`config.mk`:
```
export PLATFORM = sky130hd
export DESIGN_NAME = vec_store_seq
export DESIGN_NICKNAME = d
export VERILOG_FILES = /design/src/rtl/vec_store_seq.sv
export SDC_FILE = /design/constraint.sdc
export NUM_CORES = 1
export LEC_CHECK = 0
export ABC_AREA = 1
export BUFFER_PORTS_ARGS = -buffer_cell sky130_fd_sc_hd__buf_4
export CAP_MARGIN = 20
export CORE_MARGIN = 3
export CORE_UTILIZATION = 30
export DETAILED_ROUTE_END_ITERATION = 8
export SLEW_MARGIN = 40
export SYNTH_ARGS = -nofsm -noshare
export SYNTH_HDL_FRONTEND = slang
export SYNTH_SLANG_ARGS = --single-unit
export TNS_END_PERCENT = 1
```
`constraint.sdc`:
```
create_clock -name clk -period 7.65 [get_ports clk]
set_input_delay 0.3825 -clock clk [delete_from_list [all_inputs] [get_ports clk]]
set_output_delay 0.3825 -clock clk [all_outputs]
set_load 0.01 [all_outputs]
```
`src/rtl/vec_store_seq.sv`:
```
// ----------------------------------------------------------------------------
// vec_store_seq
//
// Vector store sequencer. A start pulse in IDLE captures five vector lanes and
// a word-aligned base address. The lanes are then written to data memory as
// consecutive word stores over a valid/ready write port. busy stalls the
// control path while a store is in flight. done pulses for one cycle at the end.
//
// Optional feature (compile-time macro VSTORE_MASK_EN):
//   Adds the lane_mask input. Lanes with a 0 mask bit are skipped in zero
//   cycles. Each written lane keeps its own address slot.
//   An all-zero mask goes straight to DONE.
//
// Ports:
//   clk        in   1      rising-edge clock
//   reset      in   1      asynchronous, active-low reset
//   start      in   1      store request, sampled only in IDLE
//   base_addr  in   AW     byte address of lane 0 (bits [1:0] ignored)
//   lane_0..4  in   WIDTH  lane data, captured at the accepted start
//   lane_mask  in   5      per-lane write enable (VSTORE_MASK_EN only)
//   mem_we     out  1      write request (valid)
//   mem_addr   out  AW     word-aligned write address
//   mem_wdata  out  WIDTH  write data
//   mem_ready  in   1      memory accepts the write when mem_we is 1
//   busy       out  1      sequence in flight
//   done       out  1      one-cycle completion pulse
// ----------------------------------------------------------------------------
module vec_store_seq #(
    parameter int WIDTH = 32,
    parameter int AW    = 32
) (
    input  logic             clk,
    input  logic             reset,
    input  logic             start,
    input  logic [AW-1:0]    base_addr,
    input  logic [WIDTH-1:0] lane_0,
    input  logic [WIDTH-1:0] lane_1,
    input  logic [WIDTH-1:0] lane_2,
    input  logic [WIDTH-1:0] lane_3,
    input  logic [WIDTH-1:0] lane_4,
`ifdef VSTORE_MASK_EN
    input  logic [4:0]       lane_mask,
`endif
    output logic             mem_we,
    output logic [AW-1:0]    mem_addr,
    output logic [WIDTH-1:0] mem_wdata,
    input  logic             mem_ready,
    output logic             busy,
    output logic             done
);

    typedef enum logic [1:0] {
        ST_IDLE  = 2'd0,
        ST_WRITE = 2'd1,
        ST_DONE  = 2'd2
    } state_t;

    state_t           state_r;
    state_t           state_nx_s;
    logic [2:0]       idx_r;
    logic [2:0]       idx_nx_s;
    logic [4:0]       mask_r;
    logic [4:0]       mask_in_s;
    logic [AW-1:0]    base_r;
    logic [AW-1:0]    base_in_s;
    logic [AW-1:0]    addr_r;
    logic [WIDTH-1:0] wdata_r;
    logic [WIDTH-1:0] lane_r    [5];
    logic [WIDTH-1:0] lane_in_s [5];
    logic             load_s;
    logic             adv_s;
    logic [3:0]       first_s;
    logic [3:0]       next_s;

    // Lowest enabled lane at or above start_idx; bit 3 flags that one exists.
    function automatic logic [3:0] next_lane(input logic [4:0] mask,
                                             input logic [2:0] start_idx);
        logic [3:0] res;
        res = 4'd0;
        // Descending scan so the lowest qualifying index is the one kept.
        for (int i = 4; i >= 0; i--) begin
            if (mask[i] && (3'(i) >= start_idx)) begin
                res = {1'b1, 3'(i)};
            end
        end
        return res;
    endfunction

    // Gather input lanes, aligned base address and the effective mask.
    always_comb begin
        lane_in_s[0] = lane_0;
        lane_in_s[1] = lane_1;
        lane_in_s[2] = lane_2;
        lane_in_s[3] = lane_3;
        lane_in_s[4] = lane_4;
        base_in_s    = base_addr & {{(AW-2){1'b1}}, 2'b00};
`ifdef VSTORE_MASK_EN
        mask_in_s    = lane_mask;
`else
        mask_in_s    = 5'b11111;
`endif
    end

    // Next-state logic and datapath load/advance strobes.
    always_comb begin
        state_nx_s = state_r;
        idx_nx_s   = idx_r;
        load_s     = 1'b0;
        adv_s      = 1'b0;
        first_s    = next_lane(mask_in_s, 3'd0);
        // idx_r never exceeds 4, so idx_r + 1 (at most 5) cannot wrap.
        next_s     = next_lane(mask_r, idx_r + 3'd1);
        case (state_r)
            ST_IDLE: begin
                if (start) begin
                    load_s   = 1'b1;
                    idx_nx_s = first_s[2:0];
                    if (first_s[3]) begin
                        state_nx_s = ST_WRITE;
                    end else begin
                        state_nx_s = ST_DONE;
                    end
                end else begin
                    state_nx_s = ST_IDLE;
                end
            end
            ST_WRITE: begin
                if (mem_ready) begin
                    if (next_s[3]) begin
                        adv_s    = 1'b1;
                        idx_nx_s = next_s[2:0];
                    end else begin
                        state_nx_s = ST_DONE;
                    end
                end else begin
                    state_nx_s = ST_WRITE;
                end
            end
            ST_DONE: begin
                state_nx_s = ST_IDLE;
            end
            default: begin
                state_nx_s = ST_IDLE;
            end
        endcase
    end

    // State and index register.
    always_ff @(posedge clk or negedge reset) begin
        if (!reset) begin
            state_r <= ST_IDLE;
            idx_r   <= 3'd0;
        end else begin
            state_r <= state_nx_s;
            idx_r   <= idx_nx_s;
        end
    end

    // Captured operands plus registered address/data. Nothing here depends
    // combinationally on mem_ready at the outputs.
    always_ff @(posedge clk or negedge reset) begin
        if (!reset) begin
            base_r  <= {AW{1'b0}};
            mask_r  <= 5'd0;
            addr_r  <= {AW{1'b0}};
            wdata_r <= {WIDTH{1'b0}};
            for (int i = 0; i < 5; i++) begin
                lane_r[i] <= {WIDTH{1'b0}};
            end
        end else if (load_s) begin
            base_r  <= base_in_s;
            mask_r  <= mask_in_s;
            addr_r  <= base_in_s + (AW'(first_s[2:0]) << 2'd2);
            wdata_r <= lane_in_s[first_s[2:0]];
            for (int i = 0; i < 5; i++) begin
                lane_r[i] <= lane_in_s[i];
            end
        end else if (adv_s) begin
            // The address follows the lane index, so skipped lanes leave gaps.
            addr_r  <= base_r + (AW'(next_s[2:0]) << 2'd2);
            wdata_r <= lane_r[next_s[2:0]];
        end else begin
            addr_r  <= addr_r;
            wdata_r <= wdata_r;
        end
    end

    assign mem_we    = (state_r == ST_WRITE);
    assign busy      = (state_r != ST_IDLE);
    assign done      = (state_r == ST_DONE);
    assign mem_addr  = addr_r;
    assign mem_wdata = wdata_r;

endmodule

```
# --- Word level (Yosys, flattened, before mapping) ---
# Index checks and enable logic that the tools add are counted.
totals:
  register_bits: 260
  in_bits: 196
  output_inout_bits: 67
  word_cells: 61
op_classes:
  add_sub_neg: 2
  n_lt_le_gt_ge: 6
  eq_ne: 6
  mux: 25
  bitwise: 1
  reduce_logical: 10
op_table:
  columns: ["op", "count"]
  rows:
  - ["two-way mux 32 bit", 6]
  - ["binary-select mux 32 bit (select 3 bit)", 1]
  - ["adder 32 x 5 -> 32 bit", 1]
  - ["two-way mux 4 bit", 5]
  - ["two-way mux 3 bit", 3]
  - [">= comparator 1 x 3 -> 1 bit, first input constant", 2]
  - [">= comparator 2 x 3 -> 1 bit, first input constant", 2]
  - ["two-way mux 1 bit", 6]
  - ["one-hot mux 3 bit (2 select lines)", 1]
  - ["nonzero test 2 bit", 3]
  - ["logical AND 1 bit", 5]
  - [">= comparator 4 bit, second input constant", 1]
  - ["two-way mux 2 bit", 2]
  - ["!= test 2 x 1 -> 1 bit, second input constant", 2]
  - ["NOT 3 -> 4 bit", 1]
  - ["one-hot mux 2 bit (2 select lines)", 1]
  - ["AND reduction 4 bit", 1]
  - ["adder 3 x 1 -> 3 bit, second input constant", 1]
  - [">= comparator 3 bit, first input constant", 1]
  - ["!= test 3 bit, second input constant", 1]
  - ["== test 2 x 1 -> 1 bit, second input constant", 1]
  - ["== test 2 bit, second input constant", 1]
  - ["zero test 2 bit", 1]
  - ["!= test 2 bit, second input constant", 1]

# --- Depth between registers and ports, before layout ---
depth:
  depth_word: 14
  depth_mapped: 22
  depth_no_buf: 21

# --- Worst setup path after synthesis ---
# No wires, ideal clock.
synth_timing:
  kind: "reg2reg"
  from: "reg idx_r[0]"
  to: "reg addr_r[30] (netlist: mem_addr[30])"
  setup_time_ps: 117
  t_arrival_ps: 2713
  required_time_ps: 7533
  path_slack_ps: 4820
  path_stages_with_launch: 23
  path_buffers: 1
  period_less_slack_ps: 2830
  cell_sequence: "dfrtp_1 ha_1 inv_1 nand2_2 nand2_4 nand2_2 nor2_2 buf_2 ha_1 inv_1 fa_1 inv_1 nand2_1 nand2_1 nand2_1 nor2_1 nand2_1 nand2_1 nand2_1 nand2_1 nand2_1 nand2_1 nand2_1"
synth_between:
  elab_chain_len: 12
  word_cells_on_any_way: 23
  cone_classes: "add/sub: 2; order compare: 5; mux: 10; reduce/logical: 6"
synth_lines:
  columns: ["element", "line", "text"]
  rows:
  - ["start: declaration", "60", "logic [2:0] idx_r;"]
  - ["start signal: assignment", "155", "idx_r <= idx_nx_s;"]
  - ["adder 3 x 1 -> 3 bit (*)", "112", "next_s = next_lane(mask_r, idx_r + 3'd1);"]
  - [">= comparator 3 bit", "82", "if (mask[i] && (3'(i) >= start_idx)) begin"]
  - ["logical AND 1 bit", "82", null]
  - ["two-way mux 4 bit (4 in series)", "82", null]
  - ["two-way mux 4 bit (*)", "82", null]
  - ["parallel branches: the longest is 4 deep, another holds adder 32 x 5 -> 32 bit", null, null]
  - ["end signal: assignment", "165", "addr_r <= {AW{1'b0}};"]
  - ["end signal: assignment", "173", "addr_r <= base_in_s + (AW'(first_s[2:0]) << 2'd2);"]
  - ["end signal: assignment", "180", "addr_r <= base_r + (AW'(next_s[2:0]) << 2'd2);"]
  - ["end: declaration", "66", "logic [AW-1:0] addr_r;"]
# Mark *: on every way between the ends. The select of a mux whose other input is x is not followed.
# A chain may end at the register's enable or synchronous reset.

# --- Worst setup path in the final report ---
# Ends and elaborated chain as after synthesis.

==> impl_metrics.tcl <==
set metrics [dict create \
    yosys-top-cells-area "dfrtp_1 (50%), nand2_1 (17%), o21ai_0 (5.5%)" \
    arrival_ps 4320 \
    drt_wl_total_microns 42240 \
    end_kind "register" \
    avgSynthCellArea_sq_um 7.435 \
    criticalPathCategory "reg2reg" \
    synthSimpleGateAreaFrac_pct 29.66 \
    finalCritPeriodShare_pct 50.45 \
    cts_num_sinks 258 \
    status "complete, no violations" \
    ys.flop_type "dfrtp_1" \
    setup_viol 0 \
    synth_top_area_share_pct 50.28 \
    grt_max_degree 142 \
    synth_top_family_by_area "simple AND/OR/NAND/NOR gates" \
    cts_tree "yes" \
    worstSetupStartpointType "register" \
    seq_power_share_pct 31.9 \
    rows 75 \
    place_area_sq_um 15160 \
    synth_edf_count 0 \
    cts_setup_buffers 0 \
    cts.path.max_buffers 3 \
    fmax_mhz 259.1 \
    clockPowerShare_pct 20.1 \
    crit_buf_inv 2 \
    synth_common_cells "nand2_1 (597), dfrtp_1 (258), nor2_1 (174)" \
    synth-async-reset-ratio_pct 100.0 \
    cts.reportedPaths.clkPinSlew_ps 60 \
    clk_latency_ps 590 \
    synth_xor_area_share_pct 0.2729 \
    finalHoldViolCount 0 \
    final_area_sq_um 17490 \
    track_usage_pct 18.37 \
    multiInputGateArea_sq_um 5270 \
    dpl.hpwl_microns 25600 \
    holdWs_ps 19.52 \
    cp_slowest_cell "nand3_4" \
    grt_pass1_vias 12290 \
    relSlewSlack_pct 49.00 \
    io_pins 263 \
    p_int_mw 4.220 \
    area_delta_synth_final_pct 36.24 \
    syn_inst 1727 \
    synth_largest_area_cell "dfrtp_1" \
    overflow 0 \
    htree_num_levels 1 \
    synth_warnings 0 \
    synth_compound_area_share_pct 9.823 \
    rsz0062_at_grt "false" \
    critPathMostFrequentCell "nand2_1" \
    slew_viol_final 0 \
    vias_per_cell 4.710 \
    grt_pass1_wl_microns 66800 \
    wl_per_cell_microns 16.12 \
    powerDensity_nw_per_um2 428.1 \
    start_util_pct 30.47 \
    required_ps 8110 \
    maxCapViolations 0 \
    combPwrFrac_pct 48.1 \
    drt_iter0_markers 791 \
    numCtsBuffers 31 \
    gp_congestion 0.7993 \
    path_cells "ha_1 > inv_1 > nand2_2 > nand2_4 > nand3_4 > fa_1 > inv_1 > nand2_1 > nand2_1 > nand2_1 > nor2_1 > nand2_1 > nand2_1 > nand2_1 > nand2_1 > nand2_1 > nand2_1 > nand2_1" \
    yosys.area_share.adder_pct 0.7406 \
    fin_nets 2258 \
    crit_path_max_incr_delay_ps 630 \
    root_buffer "clkbuf_16" \
    antenna_left 0 \
    fin_crit_ps 3860 \
    die_h_microns 212.9 \
    setup_tns_ps 0 \
    first_pass_iters 5 \
    die_area_sq_um 45320 \
    synthMuxAreaShare_pct 0 \
    cpLargestDelayFamily "simple AND/OR/NAND/NOR gates" \
    synth_area_sq_um 12840 \
    crit_fanout 35 \
    hold_class "in2reg" \
    p_leak_nw 8.779 \
    synth.most_common_cell "nand2_1" \
    ys_seq_area_share_pct 50.28 \
    drive_gt1_share_pct 16.92 \
    switching_power_mw 3.268 \
    yosysUniqueCellTypes 36 \
    fill_cells 4231 \
    synth_seq_cells 258 \
    worst_pin_slew_ps 765.0 \
    vias 12340 \
    die_w_microns 212.9 \
    swShare_pct 43.64 \
    ir_worst_vdd_mv 0.2943 \
    register_area_sq_um 6457 \
    core_area_sq_um 42130 \
    portBuffers 258 \
    antenna_found_initial 4 \
    skew_ps 15.56 \
    drcViolationCount 0 \
]
[worst register-to-register path, stage by stage, from the launching register on]
cell and delay (ps):
dfrtp_1 450, ha_1 250, inv_1 70, nand2_2 60, nand2_4 490, nand3_4 640, fa_1 620, inv_1 80
nand2_1 70, nand2_1 190, nand2_1 120, nor2_1 290, nand2_1 100, nand2_1 60, nand2_1 50, nand2_1 50
nand2_1 60, nand2_1 50, nand2_1 60
[worst paths after layout]
path | from | endpoint | slack, ps | cells past startpoint
min reg2reg | lane_r[28] | lane_r[28] | 470 | 2
min | lane_4[28] | lane_r[28] | 20 | 3
max | idx_r[0] | mem_addr[30] | 3790 | 18
max in group asynchronous | reset | mem_wdata[30] | 6160 | 4
min in group asynchronous | reset | lane_r[63] | 330 | 2
max reg2reg | idx_r[0] | mem_addr[30] | 3790 | 18
[cell usage in the layout, fill, tap and decap left out, drive strengths merged, types with 2 or more instances in the layout]
master and count:
nand2 605, a31oi 6, inv 177, nor3 6
nand3 106, or2 3, bufinv 2, conb 2
buf 270, nor2 180, nand4 34, o21ai 165
clkinv 13, clkbuf 40, dfrtp 258, dlygate4sd3 126
a41oi 2, xor2 3, a21oi 67, ha 6
[through the flow]
step	power [mW]	util, %	setup WS (ps)	instances
after floorplan	4.791	-	4820	1728
final	7.488	41.52	3791	2620
after global placement	5.854	35.74	3418	2431
after global routing	8.195	41.52	3491	2620
after detailed placement	5.973	35.97	3807	2434
after CTS	7.574	41.42	3791	2618
[power by group through the flow]
stage / Clock (mW) / Combinational [mW] / Sequential (mW)
after floorplan: 0 / 2.40 / 2.39
after CTS: 1.55 / 3.64 / 2.38
after global placement: 0 / 3.47 / 2.38
final: 1.50 / 3.60 / 2.39
after global routing: 1.60 / 4.13 / 2.46
after detailed placement: 0 / 3.57 / 2.40
[cells by family (layout without fill, tap and decap cells)]
family / after synthesis / after routing
AND/OR/NAND/NOR: 934 / 934
buffers and inverters: 277 / 629
flip-flops: 258 / 258
AO/OA/AOI/OAI: 246 / 246
adder cells (fa/ha/maj): 7 / 7
XOR/XNOR: 4 / 4
other: 1 / 3
[final cells by class]
type,count,share of cell area (%)
repair buffers,396,19.37
diodes,1,0.01431
inverters,175,3.812
clock inverters,18,0.8798
well taps,539,3.855
flip-flops and latches,258,36.91
multi-input cells,1193,30.13
clock buffers,40,5.028
[sequential cells by signal (all words and copies together), names as in the netlist]
| signal | cells |
|---|---|
| lane_r | 160 |
| mem_wdata | 32 |
| base_r | 30 |
| mem_addr | 30 |
| idx_r | 3 |
| state_r | 2 |
| mask_r | 1 |
[what timing repair did]
| item | in CTS | in global routing |
|---|---|---|
| gates resized for setup | 0 | 0 |
| endpoints found under the hold margin | 173 | 0 |
| hold buffers | 126 | 0 |
[routing by layer]
layer | GRT usage [%] | vias up | wire length, microns
li1 | - | 6076 | -
met1 | 25.01 | 5829 | 18860
met2 | 30.51 | 359 | 19780
met3 | 3.350 | 70 | 2577
met4 | 4.313 | 6 | 987
met5 | 0 | - | 34
Note: power is estimated with default switching activity, not from simulation.
